### config.mk
export PLATFORM = sky130hd
export DESIGN_NAME = i2c_reg_target
export DESIGN_NICKNAME = d
export VERILOG_FILES = /design/src/rtl/i2c_pkg.sv /design/src/rtl/i2c_line_sync.sv /design/src/rtl/i2c_reg_target.sv
export SDC_FILE = /design/constraint.sdc
export NUM_CORES = 1
export LEC_CHECK = 0
export CAP_MARGIN = 20
export CORE_ASPECT_RATIO = 1.2
export CORE_UTILIZATION = 50
export CTS_CLUSTER_DIAMETER = 50
export CTS_CLUSTER_SIZE = 40
export DETAILED_ROUTE_END_ITERATION = 6
export PLACE_DENSITY_LB_ADDON = 0.2
export REMOVE_ABC_BUFFERS = 1
export SLEW_MARGIN = 10
export SYNTH_ARGS = -nofsm -noshare
export SYNTH_HDL_FRONTEND = slang
export SYNTH_SLANG_ARGS = --single-unit
export TNS_END_PERCENT = 10
### constraint.sdc
create_clock -name clk -period 5.5 [get_ports clk]
set_input_delay 1.1 -clock clk [delete_from_list [all_inputs] [get_ports clk]]
set_output_delay 1.1 -clock clk [all_outputs]
set_load 0.01 [all_outputs]
### src/rtl/i2c_pkg.sv
// Shared types and constants for the oversampled I2C register target.
package i2c_pkg;

  localparam int BYTE_W = 8;

  // Level on SDA during the acknowledge slot
  localparam logic I2C_ACK  = 1'b0;
  localparam logic I2C_NACK = 1'b1;

  typedef enum logic [3:0] {
    ST_IDLE,
    ST_ADDR,
    ST_ADDR_ACK,
    ST_PTR,
    ST_PTR_ACK,
    ST_WDATA,
    ST_WDATA_ACK,
    ST_RDATA,
    ST_RACK,
    ST_IGNORE
  } state_t;

endpackage

### src/rtl/i2c_line_sync.sv
// Brings SCL/SDA into the clk domain and derives single-cycle bus events:
// SCL rising/falling edges plus START and STOP conditions.
module i2c_line_sync #(
  parameter int SYNC_STAGES = 2
) (
  input  logic clk,
  input  logic rst,
  input  logic scl_i,
  input  logic sda_i,
  output logic sda_s,
  output logic scl_rise,
  output logic scl_fall,
  output logic start_det,
  output logic stop_det
);

  logic [SYNC_STAGES-1:0] scl_sync;
  logic [SYNC_STAGES-1:0] sda_sync;
  logic                   scl_d;
  logic                   sda_d;
  logic                   scl_s;

  assign scl_s = scl_sync[SYNC_STAGES-1];
  assign sda_s = sda_sync[SYNC_STAGES-1];

  // Synchroniser chains plus one delayed copy for edge detection; reset to
  // the idle-bus level so leaving reset never fakes an edge.
  always_ff @(posedge clk) begin
    if (rst) begin
      scl_sync <= '1;
      sda_sync <= '1;
      scl_d    <= 1'b1;
      sda_d    <= 1'b1;
    end else begin
      scl_sync <= {scl_sync[SYNC_STAGES-2:0], scl_i};
      sda_sync <= {sda_sync[SYNC_STAGES-2:0], sda_i};
      scl_d    <= scl_s;
      sda_d    <= sda_s;
    end
  end

  assign scl_rise  =  scl_s & ~scl_d;
  assign scl_fall  = ~scl_s &  scl_d;
  // SDA may only move while SCL is held high for START/STOP to count
  assign start_det = scl_s & scl_d &  sda_d & ~sda_s;
  assign stop_det  = scl_s & scl_d & ~sda_d &  sda_s;

endmodule

### src/rtl/i2c_reg_target.sv
// I2C target oversampled by clk: 7-bit address match, pointer byte, then
// byte writes or reads of a small register file with pointer auto-increment.
//
// state        | meaning
// -------------+-------------------------------------------------------
// ST_IDLE      | bus free or after STOP, SDA released
// ST_ADDR      | shifting address + R/W byte
// ST_ADDR_ACK  | driving ACK for a matched address
// ST_PTR       | shifting register pointer byte
// ST_PTR_ACK   | driving ACK for an in-range pointer
// ST_WDATA     | shifting write data byte
// ST_WDATA_ACK | driving ACK after a register write
// ST_RDATA     | driving read data bits MSB first
// ST_RACK      | SDA released, sampling controller ACK/NACK
// ST_IGNORE    | not addressed or refused, wait for START/STOP
module i2c_reg_target
  import i2c_pkg::*;
#(
  parameter logic [6:0] ADDR        = 7'h08,
  parameter int         NUM_REGS    = 4,
  parameter int         SYNC_STAGES = 2,
  localparam int        IDX_W       = $clog2(NUM_REGS)
) (
  input  logic                       clk,
  input  logic                       rst,
  input  logic                       scl_i,
  input  logic                       sda_i,
  output logic                       sda_oe,
  output logic [NUM_REGS*BYTE_W-1:0] reg_q,
  output logic                       wr_stb,
  output logic [IDX_W-1:0]           wr_idx,
  output logic                       busy
);

  logic              sda_s;
  logic              scl_rise;
  logic              scl_fall;
  logic              start_det;
  logic              stop_det;

  state_t            state;
  logic [2:0]        bit_cnt;
  logic              byte_done;
  logic [BYTE_W-1:0] shreg;
  logic [BYTE_W-1:0] rbuf;
  logic [IDX_W-1:0]  ptr;
  logic [IDX_W-1:0]  ptr_nxt;
  logic              mack;
  logic              ptr_ok;
  logic [BYTE_W-1:0] regs [NUM_REGS];

  i2c_line_sync #(
    .SYNC_STAGES (SYNC_STAGES)
  ) u_line_sync (
    .clk       (clk),
    .rst       (rst),
    .scl_i     (scl_i),
    .sda_i     (sda_i),
    .sda_s     (sda_s),
    .scl_rise  (scl_rise),
    .scl_fall  (scl_fall),
    .start_det (start_det),
    .stop_det  (stop_det)
  );

  assign ptr_nxt = (ptr == IDX_W'(NUM_REGS - 1)) ? '0 : ptr + IDX_W'(1);
  assign ptr_ok  = ({1'b0, shreg} < 9'(NUM_REGS));

  for (genvar k = 0; k < NUM_REGS; k++) begin : g_flat
    assign reg_q[k*BYTE_W +: BYTE_W] = regs[k];
  end

  // Protocol FSM: bits are sampled on SCL rise, SDA is only changed on SCL
  // fall, and byte decisions are taken on the fall that ends bit 0.
  always_ff @(posedge clk) begin
    if (rst) begin
      state     <= ST_IDLE;
      bit_cnt   <= '0;
      byte_done <= 1'b0;
      shreg     <= '0;
      rbuf      <= '0;
      ptr       <= '0;
      mack      <= I2C_NACK;
      sda_oe    <= 1'b0;
      wr_stb    <= 1'b0;
      wr_idx    <= '0;
      busy      <= 1'b0;
      for (int k = 0; k < NUM_REGS; k++) regs[k] <= '0;
    end else begin
      wr_stb <= 1'b0;
      if (start_det) begin
        state     <= ST_ADDR;
        bit_cnt   <= '0;
        byte_done <= 1'b0;
        sda_oe    <= 1'b0;
        busy      <= 1'b1;
      end else if (stop_det) begin
        state     <= ST_IDLE;
        bit_cnt   <= '0;
        byte_done <= 1'b0;
        sda_oe    <= 1'b0;
        busy      <= 1'b0;
      end else begin
        case (state)
          ST_ADDR, ST_PTR, ST_WDATA: begin
            if (scl_rise) begin
              shreg     <= {shreg[BYTE_W-2:0], sda_s};
              bit_cnt   <= bit_cnt + 3'd1;
              byte_done <= (bit_cnt == 3'd7);
            end else if (scl_fall && byte_done) begin
              byte_done <= 1'b0;
              if (state == ST_ADDR) begin
                if (shreg[7:1] == ADDR) begin
                  state  <= ST_ADDR_ACK;
                  sda_oe <= 1'b1;
                end else begin
                  state <= ST_IGNORE;
                  busy  <= 1'b0;
                end
              end else if (state == ST_PTR) begin
                if (ptr_ok) begin
                  ptr    <= shreg[IDX_W-1:0];
                  state  <= ST_PTR_ACK;
                  sda_oe <= 1'b1;
                end else begin
                  state <= ST_IGNORE;
                  busy  <= 1'b0;
                end
              end else begin
                regs[ptr] <= shreg;
                wr_stb    <= 1'b1;
                wr_idx    <= ptr;
                ptr       <= ptr_nxt;
                state     <= ST_WDATA_ACK;
                sda_oe    <= 1'b1;
              end
            end
          end
          ST_ADDR_ACK: begin
            if (scl_fall) begin
              bit_cnt <= '0;
              if (shreg[0]) begin
                // Latch the whole byte now so a concurrent write cannot tear it
                rbuf   <= regs[ptr];
                sda_oe <= ~regs[ptr][BYTE_W-1];
                state  <= ST_RDATA;
              end else begin
                sda_oe <= 1'b0;
                state  <= ST_PTR;
              end
            end
          end
          ST_PTR_ACK, ST_WDATA_ACK: begin
            if (scl_fall) begin
              bit_cnt <= '0;
              sda_oe  <= 1'b0;
              state   <= ST_WDATA;
            end
          end
          ST_RDATA: begin
            if (scl_rise) begin
              bit_cnt   <= bit_cnt + 3'd1;
              byte_done <= (bit_cnt == 3'd7);
            end else if (scl_fall) begin
              if (byte_done) begin
                byte_done <= 1'b0;
                sda_oe    <= 1'b0;
                state     <= ST_RACK;
              end else begin
                rbuf   <= {rbuf[BYTE_W-2:0], 1'b0};
                sda_oe <= ~rbuf[BYTE_W-2];
              end
            end
          end
          ST_RACK: begin
            if (scl_rise) begin
              // Every transmitted byte advances the pointer, ACKed or not
              mack <= sda_s;
              ptr  <= ptr_nxt;
            end else if (scl_fall) begin
              bit_cnt <= '0;
              if (mack == I2C_ACK) begin
                rbuf   <= regs[ptr];
                sda_oe <= ~regs[ptr][BYTE_W-1];
                state  <= ST_RDATA;
              end else begin
                sda_oe <= 1'b0;
                busy   <= 1'b0;
                state  <= ST_IGNORE;
              end
            end
          end
          default: begin
            sda_oe <= 1'b0;
          end
        endcase
      end
    end
  end

endmodule

* Word level (Yosys, flattened, before mapping)
Memories as Yosys holds them, arrays and structs flattened. A register that Yosys moved wholly into a read port is not among the register bits. Cells that the tools add are included.
Storage, ports and cells: word-level logic and storage cells 194, output and inout bits 37, register bits 37, bits in writable memories 32, input port bits 4, memories kept 1
Cells by class: order comparisons 1, reduce and logical (&&, ||, !) cells 25, add/sub/neg operators 2, bitwise logic cells 18, eq/ne operators 44, mux-type cells 87
Memory list:
- regs | depth 4, width 8, rd ports 5, clocked after memory_dff 1, wr ports 4, line i2c_reg_target.sv:50 | logic [BYTE_W-1:0] regs [NUM_REGS];
Operator list (count):
- two-way mux 4 bit | 14
- two-way mux 7 bit | 8
- inequality test 4 bit (second input constant) | 11
- two-way mux 1 bit | 43
- AND reduction 10 bit | 3
- inequality test 2 bit (second input constant) | 14
- one-hot mux 7 bit (3 select lines) | 1
- two-way mux 2 bit | 10
- one-hot mux 4 bit (5 select lines) | 1
- == test 4 x 3 -> 1 bit (second input constant) | 4
- inequality test 5 bit (second input constant) | 3
- two-way mux 3 bit | 4
- inequality test 3 bit (second input constant) | 4
- NOT 1 bit | 11
- AND reduction 11 bit | 1
- one-hot mux 3 bit (3 select lines) | 1
- AND reduction 9 bit | 1
- OR reduction 3 bit | 3
- == test 4 x 2 -> 1 bit (second input constant) | 2
- less-than comparator 8 x 3 -> 1 bit (second input constant) | 1
- two-way mux 8 bit | 1
- AND reduction 4 bit | 2
- AND reduction 8 bit | 1
- OR reduction 8 bit | 1
- 22 further kinds | 32

* Logic depth before layout (Yosys ltp)
depth in word-level cells 12, gate-level depth with buffers 8, depth with buffers taken out 7

* Hierarchy
From an unflattened synthesis, not the netlist that was laid out.
Unflattened totals: cell total of the unflattened synthesis 312, area total of the unflattened synthesis 3490.8 um2
By module, submodules not included:
- i2c_reg_target | cells each 296, times used 1, area an instance 3300.7 um2, seq. area each 1621.6 um2
- i2c_line_sync | cells each 16, times used 1, area an instance 190.2 um2, seq. area each 120.1 um2

* Least setup slack after synthesis
No wires, ideal clock.
path type input to register, from input rst, to memory regs[1][0], enable pin, data required time 5191 ps, data arrival time 2257 ps, buffers on the path 1, setup slack 2934 ps, setup time 309 ps, stages 5, cell sequence a21o_1 > buf_2 > or2_2 > nor3b_2 > or2_2
RTL lines:
- from (decl) | line i2c_reg_target.sv:25 | input logic rst,
- to (decl) | line i2c_reg_target.sv:50

==> results by stage <==
Logic synthesis:
- Sorting the synthesized cells by area gives the leading types as sky130_fd_sc_hd__edfxtp_1, sky130_fd_sc_hd__dfxtp_1, sky130_fd_sc_hd__mux4_2.
- The commonest register cell after synthesis is sky130_fd_sc_hd__dfxtp_1.
- The mux cell area share after synthesis is 12.3%.
- The number of library cell types mapped by synthesis is 56.
- The portion of the post-synthesis area used by sequential elements is 50.1%.
- The synthesized design spends more area on one cell type than any other, namely sky130_fd_sc_hd__edfxtp_1.
- The cell area after synthesis is 3480 µm².
- After synthesis, the largest family of logic cells by area is simple AND/OR/NAND/NOR gates.
- The average cell area after synthesis is 11.1 µm².
- The Yosys step of the flow raised 0 warnings.
- Summing the areas of all and, or, nand and nor instances in the mapped netlist gives 21.3% of the synthesized area.
- After synthesis, the largest area contributor takes up 27.6% of total cell area.
- The number of synthesized flops with an enable pin is 32.
- Summing the areas of all xor and xnor instances in the mapped netlist gives 0.252% of the synthesized area.
- The cell count after synthesis came out at 313.
- The synthesized design contains 71 register bits.
- The fraction of the mapped netlist area in adder cells is 2.16%.
- The fraction of registers with async set or reset after synthesis is 0%.
- Summing the areas of all compound-gate instances in the mapped netlist gives 10.9% of the synthesized area.

Timing:
- Static timing analysis puts the maximum clock frequency at 331 MHz.
- The number of hold violations in the final report came to 0.
- In this run the tightest slew margin relative to its limit is 34.1%.
- The setup TNS is 0 ns.
- The number of max-slew violations in the final report is 0.
- The worst hold slack across all endpoints is 0.412 ns.
- The number of endpoints failing setup at the final stage is 0.
- Setup repair after global routing left no endpoint under its margin.
- For the pin with the worst max-slew slack, the measured transition is 0.974 ns.
- The clock period could shrink to 3.02 ns.
- The final worst clock skew is 0.00960 ns.
- Dividing the final minimum period by the clock period gives 54.9%.

Clock network:
- The depth of the CTS H-tree is 3.
- The post-CTS clock slew at the launch and capture registers of the worst setup and hold paths is 0.08 ns.
- Counting along the longest clock path gives a buffer depth of 2.
- The later pin in the worst-skew pair is clocked with a latency of 0.35 ns.
- The post-CTS setup buffer count is 0.
- The count of hold-fix buffers inserted at cts is 0.
- Gates resized during post-CTS repair numbered 0.
- The clock buffer count from CTS is 9.
- The TritonCTS clock tree is done.
- CTS placed an instance of sky130_fd_sc_hd__clkbuf_8 at the clock tree root.
- The CTS sink count is 71.

Critical path:
- The worst reg-to-reg path cell count is 7.
- The endpoint identified for the worst register-to-register timing path is regs[2][1].
- The worst setup path is captured at a register.
- The required time of the worst setup path is 5.55 ns.
- The type of the worst setup path is primary input to register.
- For flop-to-flop paths, the worst setup slack is 2.99 ns.
- The worst setup path is launched from a primary input.
- The worst register-to-register path begins at u_line_sync.scl_d.
- Along the worst path, the maximum fanout reaches 29.
- At the worst endpoint, the arrival time is 3.07 ns.

Hold path:
- The start point of the worst hold path is u_line_sync.sda_sync[0].
- Along the worst hold path, the cell count comes to 1.
- The min-delay analysis places its worst path in the category register to register.
- The path with the worst hold slack has its endpoint at u_line_sync.sda_sync[1].

Floorplanning:
- The floorplan has 32 rows.
- Pin placement for this block handled 41 I/O pins.
- The initial core utilization is 53.0%.
- The floorplan step defined a die boundary enclosing 7290 µm².
- The chip width is 78.1 µm.
- The area of the core is 6570 µm².
- The overall die height is 93.4 µm.

Place:
- Detailed placement finished with a half-perimeter wire length of 5740 µm.
- The weighted congestion reported at the end of routability-driven placement is 0.911.
- Buffers placed on the I/O ports in this run total 40.

Power:
- The power density over the cells is 339 nW/µm².
- Across the VDD grid, the largest voltage drop is 0.194 mV.
- The design draws 1.39 mW.
- The standby leakage power is 1.54 nW.

Global route:
- The via count of the first global-routing pass is 2450.
- The overall global routing resource usage is 24.1%.
- The wire length of the first global-routing pass is 13000 µm.
- The initial antenna violation count was 0.
- The remaining global-route overflow is 0.
- Entering global routing, the biggest net connects 30 pins.

Drt:
- In the routed layout, each cell is associated on average with a via count of 5.80.
- The overall via count from detail_route is 2535.
- The remaining routing DRC violations is 0.
- Summed over all layers, the routed wires come to 8290 µm.
- The routed wirelength normalized by instance count is 19.0 µm.
- The number of nets with antenna violations after routing is 0.
- The number of DRC markers in iteration 0 is 278.
- The number of detailed-route iterations in the first pass is 4.

Run:
- Across the run, the number of max-cap violations was 0.

Final layout:
- From synthesis to final layout, the design area changed by 17.5%.
- The antenna diode count is 0.
- The final net count is 357.
- The share of final-layout standard cells stronger than drive strength 1 is 13.9%.

Status:
- The flow ran to the end, and the final reports show no timing, DRC or antenna violations.
cells by family after synthesis:
group                    count (synthesis)
multiplexers                            32
flip-flops                              71
adder cells (fa/ha/maj)                  6
AND/OR/NAND/NOR                        131
buffers and inverters                   24
AO/OA/AOI/OAI                           48
XOR/XNOR                                 1
placed cells by master, fill, tap and decap left out, types with 3 or more instances in the layout:
cell                              netlist  final
sky130_fd_sc_hd__clkdlybuf4s50_1        0     40
sky130_fd_sc_hd__dfxtp_1               39     39
sky130_fd_sc_hd__edfxtp_1              32     32
sky130_fd_sc_hd__nor2_1                27     27
sky130_fd_sc_hd__and2_1                27     27
sky130_fd_sc_hd__nand2_1               19     19
sky130_fd_sc_hd__mux2i_1               17     17
sky130_fd_sc_hd__a21oi_1               11     11
sky130_fd_sc_hd__and3_1                10     10
sky130_fd_sc_hd__or2_2                  9      9
sky130_fd_sc_hd__clkbuf_8               0      9
sky130_fd_sc_hd__mux4_2                 8      8
sky130_fd_sc_hd__mux2_2                 7      7
sky130_fd_sc_hd__nor2b_1                6      6
sky130_fd_sc_hd__inv_1                  6      6
sky130_fd_sc_hd__nand2b_1               6      6
sky130_fd_sc_hd__ha_1                   6      6
sky130_fd_sc_hd__nand3_1                4      4
sky130_fd_sc_hd__nor3_1                 4      4
sky130_fd_sc_hd__nand3b_1               4      4
sky130_fd_sc_hd__a211oi_1               3      3
sky130_fd_sc_hd__a22o_1                 3      3
sky130_fd_sc_hd__a221oi_1               3      3
sky130_fd_sc_hd__a22oi_1                3      3
state kept, by name, summed over array words and instances (netlist names), 2 cells and up, named ones only:
signal,cells
shreg,8
bit_cnt,3
wr_idx,2
ptr,2
u_line_sync.scl_sync,2
state,4
rbuf,7
regs,32
u_line_sync.sda_sync,2
worst max-delay path, cell delays in order:
cell and delay, ns:
sky130_fd_sc_hd__clkdlybuf4s50_1 0.39, sky130_fd_sc_hd__buf_4 0.23, sky130_fd_sc_hd__a21o_1 0.29, sky130_fd_sc_hd__or2_2 0.38, sky130_fd_sc_hd__nor3b_2 0.37, sky130_fd_sc_hd__or2_2 0.30
cell usage after synthesis, types with 2 or more instances:
cell type	number
sky130_fd_sc_hd__a211oi_1	3
sky130_fd_sc_hd__a21boi_0	2
sky130_fd_sc_hd__a21o_1	2
sky130_fd_sc_hd__a21oi_1	11
sky130_fd_sc_hd__a221oi_1	3
sky130_fd_sc_hd__a22o_1	3
sky130_fd_sc_hd__a22oi_1	3
sky130_fd_sc_hd__a32oi_1	2
sky130_fd_sc_hd__and2_1	27
sky130_fd_sc_hd__and3_1	10
sky130_fd_sc_hd__buf_2	8
sky130_fd_sc_hd__clkbuf_1	10
sky130_fd_sc_hd__dfxtp_1	39
sky130_fd_sc_hd__edfxtp_1	32
sky130_fd_sc_hd__ha_1	6
sky130_fd_sc_hd__inv_1	6
sky130_fd_sc_hd__mux2_2	7
sky130_fd_sc_hd__mux2i_1	17
sky130_fd_sc_hd__mux4_2	8
sky130_fd_sc_hd__nand2_1	19
sky130_fd_sc_hd__nand2b_1	6
sky130_fd_sc_hd__nand3_1	4
sky130_fd_sc_hd__nand3b_1	4
sky130_fd_sc_hd__nor2_1	27
sky130_fd_sc_hd__nor2b_1	6
sky130_fd_sc_hd__nor3_1	4
sky130_fd_sc_hd__nor3b_1	2
sky130_fd_sc_hd__nor3b_2	2
sky130_fd_sc_hd__nor4b_1	2
sky130_fd_sc_hd__o21ai_0	2
sky130_fd_sc_hd__o31ai_1	2
sky130_fd_sc_hd__o41ai_1	2
sky130_fd_sc_hd__or2_2	9
cell type report:
class / count / area [µm²]
Sequential cell: 71 / 1740
Multi-Input combinational cell: 218 / 1640
Timing Repair Buffer: 41 / 408
Clock inverter: 7 / 47.5
Fill cell: 559 / 2480
Inverter: 6 / 22.5
Clock buffer: 9 / 124
Tap cell: 85 / 106
per-stage QoR:
step | instance area, µm² | util (%) | setup WS [ns] | cells
final | 4090 | 62.2 | 2.48 | 437
after global routing | 4090 | 62.2 | 2.31 | 437
after global placement | 3910 | 59.6 | 2.14 | 421
after CTS | 4090 | 62.2 | 2.47 | 437
after detailed placement | 3910 | 59.6 | 2.10 | 421
after floorplan | 3400 | - | 2.99 | 295
metal layers:
| metal | track usage [%] | vias to the layer above | part of all wire [%] |
|---|---|---|---|
| met3 | 3.90 | 13 | 5.4 |
| met4 | 11.1 | 0 | 1.7 |
| met2 | 38.4 | 88 | 47 |
| met5 | 0 | - | 0 |
| met1 | 32.2 | 1212 | 45 |
| li1 | - | 1222 | - |
worst max-delay path by stage:
stage | start | endpoint | slack [ns]
floorplan | rst | regs[1][0] | 2.99
global placement | rst | regs[2][1] | 2.14
detailed placement | rst | regs[2][3] | 2.10
CTS | rst | regs[2][1] | 2.47
global route | rst | regs[2][1] | 2.31
finish | rst | regs[2][1] | 2.48
power by group:
part	leakage [nW]	internal [mW]	switching, mW
Clock	0.0816	0.163	0.209
Sequential	0.647	0.583	0.0699
Combinational	0.811	0.173	0.189
Total	1.54	0.919	0.468
Power figures use the tool's default switching activity.
